<file path="config.mk">
export PLATFORM = sky130hd
export DESIGN_NAME = maxnet_controller
export DESIGN_NICKNAME = d
export VERILOG_FILES = /design/src/rtl/maxnet_controller.sv
export SDC_FILE = /design/constraint.sdc
export NUM_CORES = 1
export LEC_CHECK = 0
export ABC_AREA = 1
export CORE_ASPECT_RATIO = 0.75
export CORE_MARGIN = 4
export CORE_UTILIZATION = 58
export CTS_BUF_LIST = sky130_fd_sc_hd__clkbuf_4
export DETAILED_ROUTE_END_ITERATION = 8
export GPL_TIMING_DRIVEN = 0
export PLACE_DENSITY_LB_ADDON = 0.05
export SETUP_SLACK_MARGIN = 0.1
export SYNTH_ARGS = -nofsm -noshare
export SYNTH_HDL_FRONTEND = slang
export SYNTH_SLANG_ARGS = --single-unit
</file>
<file path="constraint.sdc">
create_clock -name clk -period 2 [get_ports clk]
set_input_delay 0.2 -clock clk [delete_from_list [all_inputs] [get_ports clk]]
set_output_delay 0.2 -clock clk [all_outputs]
set_load 0.02 [all_outputs]
</file>
<file path="src/rtl/maxnet_controller.sv">
// MAXNET competition controller: sequences input capture, ProcessingUnit
// latency waits and ReLU feedback updates until a single winner or timeout.
module maxnet_controller #(
    parameter int PU_LATENCY = 2,
    parameter int MAX_ITER   = 64
) (
    input  logic       clk,
    input  logic       rst,
    input  logic       start,
    input  logic       dp_done,
    input  logic       ack,
    output logic       ldX,
    output logic       ldTmp,
    output logic       selTmp,
    output logic       ready,
    output logic       busy,
    output logic       result_valid,
    output logic       timeout,
    output logic [7:0] iter_count
);

    typedef enum logic [2:0] {
        IDLE,
        LOAD,
        WAIT_PU,
        UPDATE,
        CHECK,
        FINISH,
        ERROR
    } state_t;

    localparam logic [3:0] LAT_LAST   = 4'(PU_LATENCY - 1);
    localparam logic [7:0] ITER_LIMIT = 8'(MAX_ITER);

    state_t     state;
    state_t     state_n;
    logic [3:0] lat_cnt;

    always_comb begin
        state_n = state;
        unique case (state)
            IDLE: begin
                if (start) state_n = LOAD;
            end
            LOAD: begin
                state_n = WAIT_PU;
            end
            WAIT_PU: begin
                if (lat_cnt == LAT_LAST) state_n = UPDATE;
            end
            UPDATE: begin
                state_n = CHECK;
            end
            CHECK: begin
                if (dp_done)
                    state_n = FINISH;
                else if (iter_count == ITER_LIMIT)
                    state_n = ERROR;
                else
                    state_n = WAIT_PU;
            end
            FINISH, ERROR: begin
                if (ack) state_n = IDLE;
            end
            default: begin
                state_n = IDLE;
            end
        endcase
    end

    // Outputs are registered from the next state so they line up with it.
    always_ff @(posedge clk or posedge rst) begin
        if (rst) begin
            state        <= IDLE;
            lat_cnt      <= 4'd0;
            iter_count   <= 8'd0;
            ldX          <= 1'b0;
            ldTmp        <= 1'b0;
            selTmp       <= 1'b0;
            ready        <= 1'b1;
            busy         <= 1'b0;
            result_valid <= 1'b0;
            timeout      <= 1'b0;
        end else begin
            state <= state_n;

            // Entry into WAIT_PU always comes from another state.
            if (state == WAIT_PU)
                lat_cnt <= lat_cnt + 4'd1;
            else
                lat_cnt <= 4'd0;

            if (state == IDLE && start)
                iter_count <= 8'd0;
            else if (state == UPDATE && iter_count != 8'hFF)
                iter_count <= iter_count + 8'd1;

            ldX          <= (state_n == LOAD);
            ldTmp        <= (state_n == LOAD) || (state_n == UPDATE);
            selTmp       <= (state_n == UPDATE);
            ready        <= (state_n == IDLE);
            busy         <= (state_n == LOAD) || (state_n == WAIT_PU) ||
                            (state_n == UPDATE) || (state_n == CHECK);
            result_valid <= (state_n == FINISH);
            timeout      <= (state_n == ERROR);
        end
    end

endmodule

</file>
==> out/qor.csv, run 1 <==
metric,value,unit
largest net degree at the start of global routing,23,
wire per inst,12.46,µm
Clock transition at path regs,0.11,ns
root buffer cell,clkbuf_4,
Reg power frac,40.8,%
Synth cell types,21,
cell count after synthesis,136,
worst path cell trace,clkdlybuf4s50_1,
hold buffers post-CTS,0,
fmax,0.6152,GHz
Final #Nets,169,
number of max-cap violations,0,
skew final,0.004071,ns
die width,59.16,µm
final std cells w/o fill,181,
TritonRoute pass-1 iters,4,
outcome,completed,
first-pass GRT wire length,4043,µm
adder-cell share of the synthesized area,4.396,%
minimum clock period,1.626,ns
final worst setup slack,0.3744,ns
top_reg_cell synth,dfrtp_1,
Compound-Gate Fraction of Synth Area,4.505,%
cells resized by post-CTS repair,0,
"Buf+Inv Stages, Crit Path",1,
Final Max Tran Viols,0,
clock buffer depth,2,
sequential fraction of the synthesis area,48.46,%
num rows,13,
syn avg cell area,8.372,µm²
Critical R2R Capture,iter_count[0],
Async SR Flop Fraction,100.0,%
top cell type's share of synthesized area,46.15,%
reg2reg path depth,7,
largest area contributor in the netlist,dfrtp_1,
Critical Path Source Type,flip-flop,
layout cell share with drive strength beyond 1,14.47,%
Post-synth EDFFs,0,
RSZ-0062 raised after global routing,no,
"Clk Latency, worst-skew pair",0.30,ns
starting DRC count in detailed routing,29,
Crit path largest cell delay,0.65,ns
die span in y,46.37,µm
Worst Hold Class,primary input to async pin,
main combinational cell family by area after synthesis,simple AND/OR/NAND/NOR gates,
Leak,0.0006717,µW
R2R Path Start,iter_count[0],
# fillers,122,
Yosys reg bits,22,
post-synth net total,145,
drt via density,5.166,
switching power,658.3,µW
worst IR drop on VDD,0.9296,mV
Ys Warns,0,
DRC viols,0,
CTS tree,yes,
total negative slack,0,ns
die area,2743,µm²
Comb power frac,45.5,%
ant diodes,0,
commonest cells in the netlist,"nand2_1 (27), dfrtp_1 (21), nor2_1 (18), inv_1 (16), nand3_1 (14)",
area grow syn2layout,21.76,%
simple-gate share of the synthesized area,31.65,%
total grt overflow,0,
"Req. time, crit path",1.80,ns
starting utilization of the core area,63.64,%
final worst-path cycle share,81.28,%
Post-Syn Area,1139,µm²
Num Clock Sinks,22,
Hold Fails Final Rpt,0,
clock share of power,13.7,%
pre-CTS worst setup slack,0.5185,ns
HPWL after DPL,1817,µm
CP Class,flip-flop to primary output,
CP max FO,6,
slowest stage cell on the critical path,clkdlybuf4s50_1,
Setup Buffers After CTS,0,
drt total wl,2255,µm
GRT Overall Usage,20.27,%
R2R setup slack,0.50,ns
Placed Cells incl. Taps,177,
initial antenna violation count,0,
Placeable Area,1789,µm²
Switching Fraction,41.65,%
via count,935,
Rel. slew slack,46.14,%
Final setup viols,0,
CTS Buf Count,3,
internal cell power,922.2,µW
CP Capture Type,primary output,
PwrDens,1140,nW/µm²
"CP delay by family, top",buffers and inverters,
I/O Buffers,19,
vias in the first global route,909,
antenna-violating nets left,0,
multiplexer share of the synthesized area,0,%
IO Pins,20,
synth top area cells,"dfrtp_1 (46%), nand2_1 (8.9%), nand3_1 (6.2%)",
worst-margin pin slew,0.8070,ns
htree depth,1,
Synth Area in XOR/XNOR,3.846,%
most frequent cell after synthesis,nand2_1,
RD Place Congestion,0.8258,
critical path arrival,1.43,ns
-- power groups by stage --
stage               combinational, µW  clock (µW)  sequential [µW]
floorplan                         409           0              723
global placement                  704           0              644
detailed placement                724           0              652
CTS                               727         228              642
global route                      811         246              662
finish                            719         217              644
-- per-stage QoR --
step	utilization, %	hold WS [ns]	instance area, µm²	power (µW)
final	77.48	0.3491	1386	1581
after global routing	77.48	0.4117	1386	1719
after CTS	77.48	0.3842	1386	1597
after detailed placement	75.80	0.4881	1356	1376
after global placement	75.80	0.4758	1356	1347
after floorplan	-	0.1885	1139	1131
-- how the worst max path moves through the flow --
stage,slack [ns],cells after the start,end,startpoint
final,0.37,1,iter_count[3],iter_count[3]
after global routing,0.28,1,iter_count[7],iter_count[7]
after CTS,0.35,1,iter_count[7],iter_count[7]
after detailed placement,0.52,7,iter_count[0],iter_count[0]
after global placement,0.56,7,iter_count[1],iter_count[0]
after floorplan,0.57,7,iter_count[2],iter_count[0]
-- layout by cell type, fill, tap and decap left out, types with 2 or more instances in the layout --
master and n:
xor2_1 3, nand3_1 14, ha_1 4, o21ai_1 5, a21oi_1 2, inv_2 4, nor2_1 18, clkdlybuf4s50_1 19
nand2_2 2, nor2_2 7, nand2_1 27, nor3_1 4, clkbuf_4 4, xnor2_1 2, inv_1 16, dfrtp_1 21
-- routing by layer --
metal / global-route usage [%] / vias to the layer above / share of wire, %
li1: - / 470 / -
met1: 26.63 / 424 / 44
met2: 32.82 / 37 / 46
met3: 5.882 / 4 / 9.3
met4: 5.882 / 0 / 1.2
met5: 0 / - / 0
-- final cells by class --
class | instances | area (µm²) | share of cell area, %
Sequential cell | 22 | 551.8 | 39.80
Multi-Input combinational cell | 93 | 505.5 | 36.46
Timing Repair Buffer | 19 | 190.2 | 13.72
Inverter | 21 | 81.33 | 5.866
Clock buffer | 4 | 30.03 | 2.166
Tap cell | 22 | 27.53 | 1.986
-- cell families after synthesis --
group,count (synthesis)
compound gates,8
xor+xnor,5
fa+ha+maj,4
buf+inv,21
flops,22
simple gates,76
-- registers in the layout (all words and copies together), names as in the netlist --
name and count:
busy 1, ready 1, timeout 1, result_valid 1
lat_cnt 4, ldX 1, state 3, ldTmp 1
iter_count 8, selTmp 1
Note: power is estimated with default switching activity, not from simulation.
==> run 2: changes to the inputs <==
CORE_UTILIZATION = 54   (was 58)
clock period = 1.65 ns   (was 2 ns; I/O delays follow)
==> out/qor.csv, run 2 (same netlist as run 1, synthesis figures left out) <==
metric,value,unit
skew final,0.001712,ns
slowest stage cell on the critical path,dfrtp_1,
"commonest non-fill, non-tap cell in the layout",nand2_1,
"Clk Latency, worst-skew pair",0.31,ns
switching power,807.9,µW
overall power,1895,µW
"Req. time, crit path",1.86,ns
Switching Fraction,42.63,%
CTS Buf Count,3,
Num Clock Sinks,22,
launch point of the worst path,iter_count[0],
drt total wl,2133,µm
CP Capture Type,flip-flop,
critical path arrival,1.63,ns
Critical Path Source Type,flip-flop,
htree depth,1,
RSZ-0062 raised after global routing,yes,
die width,61.02,µm
Critical R2R Capture,iter_count[0],
TritonRoute pass-1 iters,4,
die span in y,47.77,µm
area grow syn2layout,23.63,%
I/O Buffers,19,
DRC viols,0,
PwrDens,1346,nW/µm²
first-pass GRT wire length,3581,µm
root buffer cell,clkbuf_4,
max FFs per register,8,
Final Max Tran Viols,0,
total negative slack,0,ns
layout cell share with drive strength beyond 1,15.00,%
R2R Path Start,iter_count[0],
total grt overflow,0,
die area,2915,µm²
Hold Fails Final Rpt,0,
"Buf+Inv Stages, Crit Path",1,
antenna-violating nets left,0,
CP max FO,5,
Final #Nets,170,
GRT Overall Usage,17.08,%
most frequent cells in the layout,"nand2_1 (27), dfrtp_1 (21), nor2_1 (18)",
wire per inst,11.59,µm
minimum clock period,1.427,ns
starting utilization of the core area,57.02,%
reg2reg path depth,7,
number of max-cap violations,0,
ant diodes,0,
clock share of power,13.1,%
Final setup viols,0,
clock buffer depth,2,
Rel. slew slack,45.67,%
instance count on the critical path,7,
drt via density,4.946,
final worst-path cycle share,86.49,%
largest reg by FF count,iter_count,
starting DRC count in detailed routing,27,
CP Class,flip-flop to flip-flop,
CTS tree,yes,
Setup Buffers After CTS,0,
worst-margin pin slew,0.8141,ns
Worst Hold Class,primary input to async pin,
largest net degree at the start of global routing,23,
R2R setup slack,0.22,ns
CP endpoint,iter_count[0],
internal cell power,1087,µW
Reg power frac,40.8,%
outcome,completed,
Leak,0.0007620,µW
Placeable Area,1997,µm²
IO Pins,20,
worst IR drop on VDD,1.109,mV
num rows,14,
Crit path largest cell delay,0.43,ns
fmax,0.7007,GHz
Regs by FF count,"iter_count x8, lat_cnt x4, state x3",
"CP delay by family, top",flip-flops,
vias in the first global route,819,
RD Place Congestion,0.7875,
initial antenna violation count,0,
HPWL after DPL,1638,µm
worst path cell trace,ha_1 -> nand3_2 -> nor2_4 -> a21oi_4 -> inv_2 -> nand2_2 -> o21ai_1,
Comb power frac,46.0,%
Clock transition at path regs,0.11,ns
via count,910,
-- run 2: area by class of cell --
class	count	area, µm²
clock buffer	3	22.52
clock inverter	1	3.754
fill	167	589.3
inverter	21	81.33
multi-input combinational	94	524.3
sequential	22	551.8
tap	24	30.03
timing repair buffer	19	193.9
-- run 2: stage by stage --
stage          std cells  utilization, %  area [µm²]  setup WS [ns]  hold slack, ns
6_report             184           70.49        1408         0.2230          0.2927
5_1_grt              184           70.49        1408        0.08898          0.3596
4_1_cts              183           69.05        1379         0.1142          0.3221
3_5_place_dp         179           68.05        1359         0.1630          0.5006
3_3_place_gp         179           68.05        1359         0.1920          0.4821
2_1_floorplan        136               -        1139         0.2213          0.1535
-- run 2: worst min path at each step --
stage               start       endpoint  cells past startpoint
2_1_floorplan         rst           busy                      1
3_3_place_gp   lat_cnt[0]     lat_cnt[0]                      1
3_5_place_dp   lat_cnt[0]     lat_cnt[0]                      1
4_1_cts               rst  iter_count[4]                      2
5_1_grt               rst  iter_count[7]                      2
6_report              rst  iter_count[3]                      2
-- run 2: timing repair --
item	CTS	global route
gates cloned	0	1
pin swaps	0	2
gates resized for setup	5	6
hold buffers	0	0
endpoints found under the setup margin	5	11
-- run 2: metal layers --
metal | GRT usage [%] | vias up | part of all wire, % | wire, µm
li1 | - | 472 | - | -
met1 | 23.53 | 410 | 53 | 1120
met2 | 26.16 | 24 | 41 | 866
met3 | 5.121 | 4 | 5.7 | 122
met4 | 5.195 | 0 | 1.1 | 23
met5 | 0 | - | 0 | 0
-- run 2: power groups by stage --
stage	combinational [µW]	clock (µW)	sequential (µW)
detailed placement	881	0	786
CTS	874	263	774
finish	873	249	774
global placement	863	0	780
global route	974	282	795
floorplan	495	0	876
-- run 2: worst register-to-register path: cells and delay by family (launching register included) --
family	cells	cell delay, ns
and+or+nand+nor	3	0.28
buffers and inverters	1	0.05
DFF	1	0.43
AOI/OAI and AO/OA	2	0.30
adders and majority gates	1	0.25
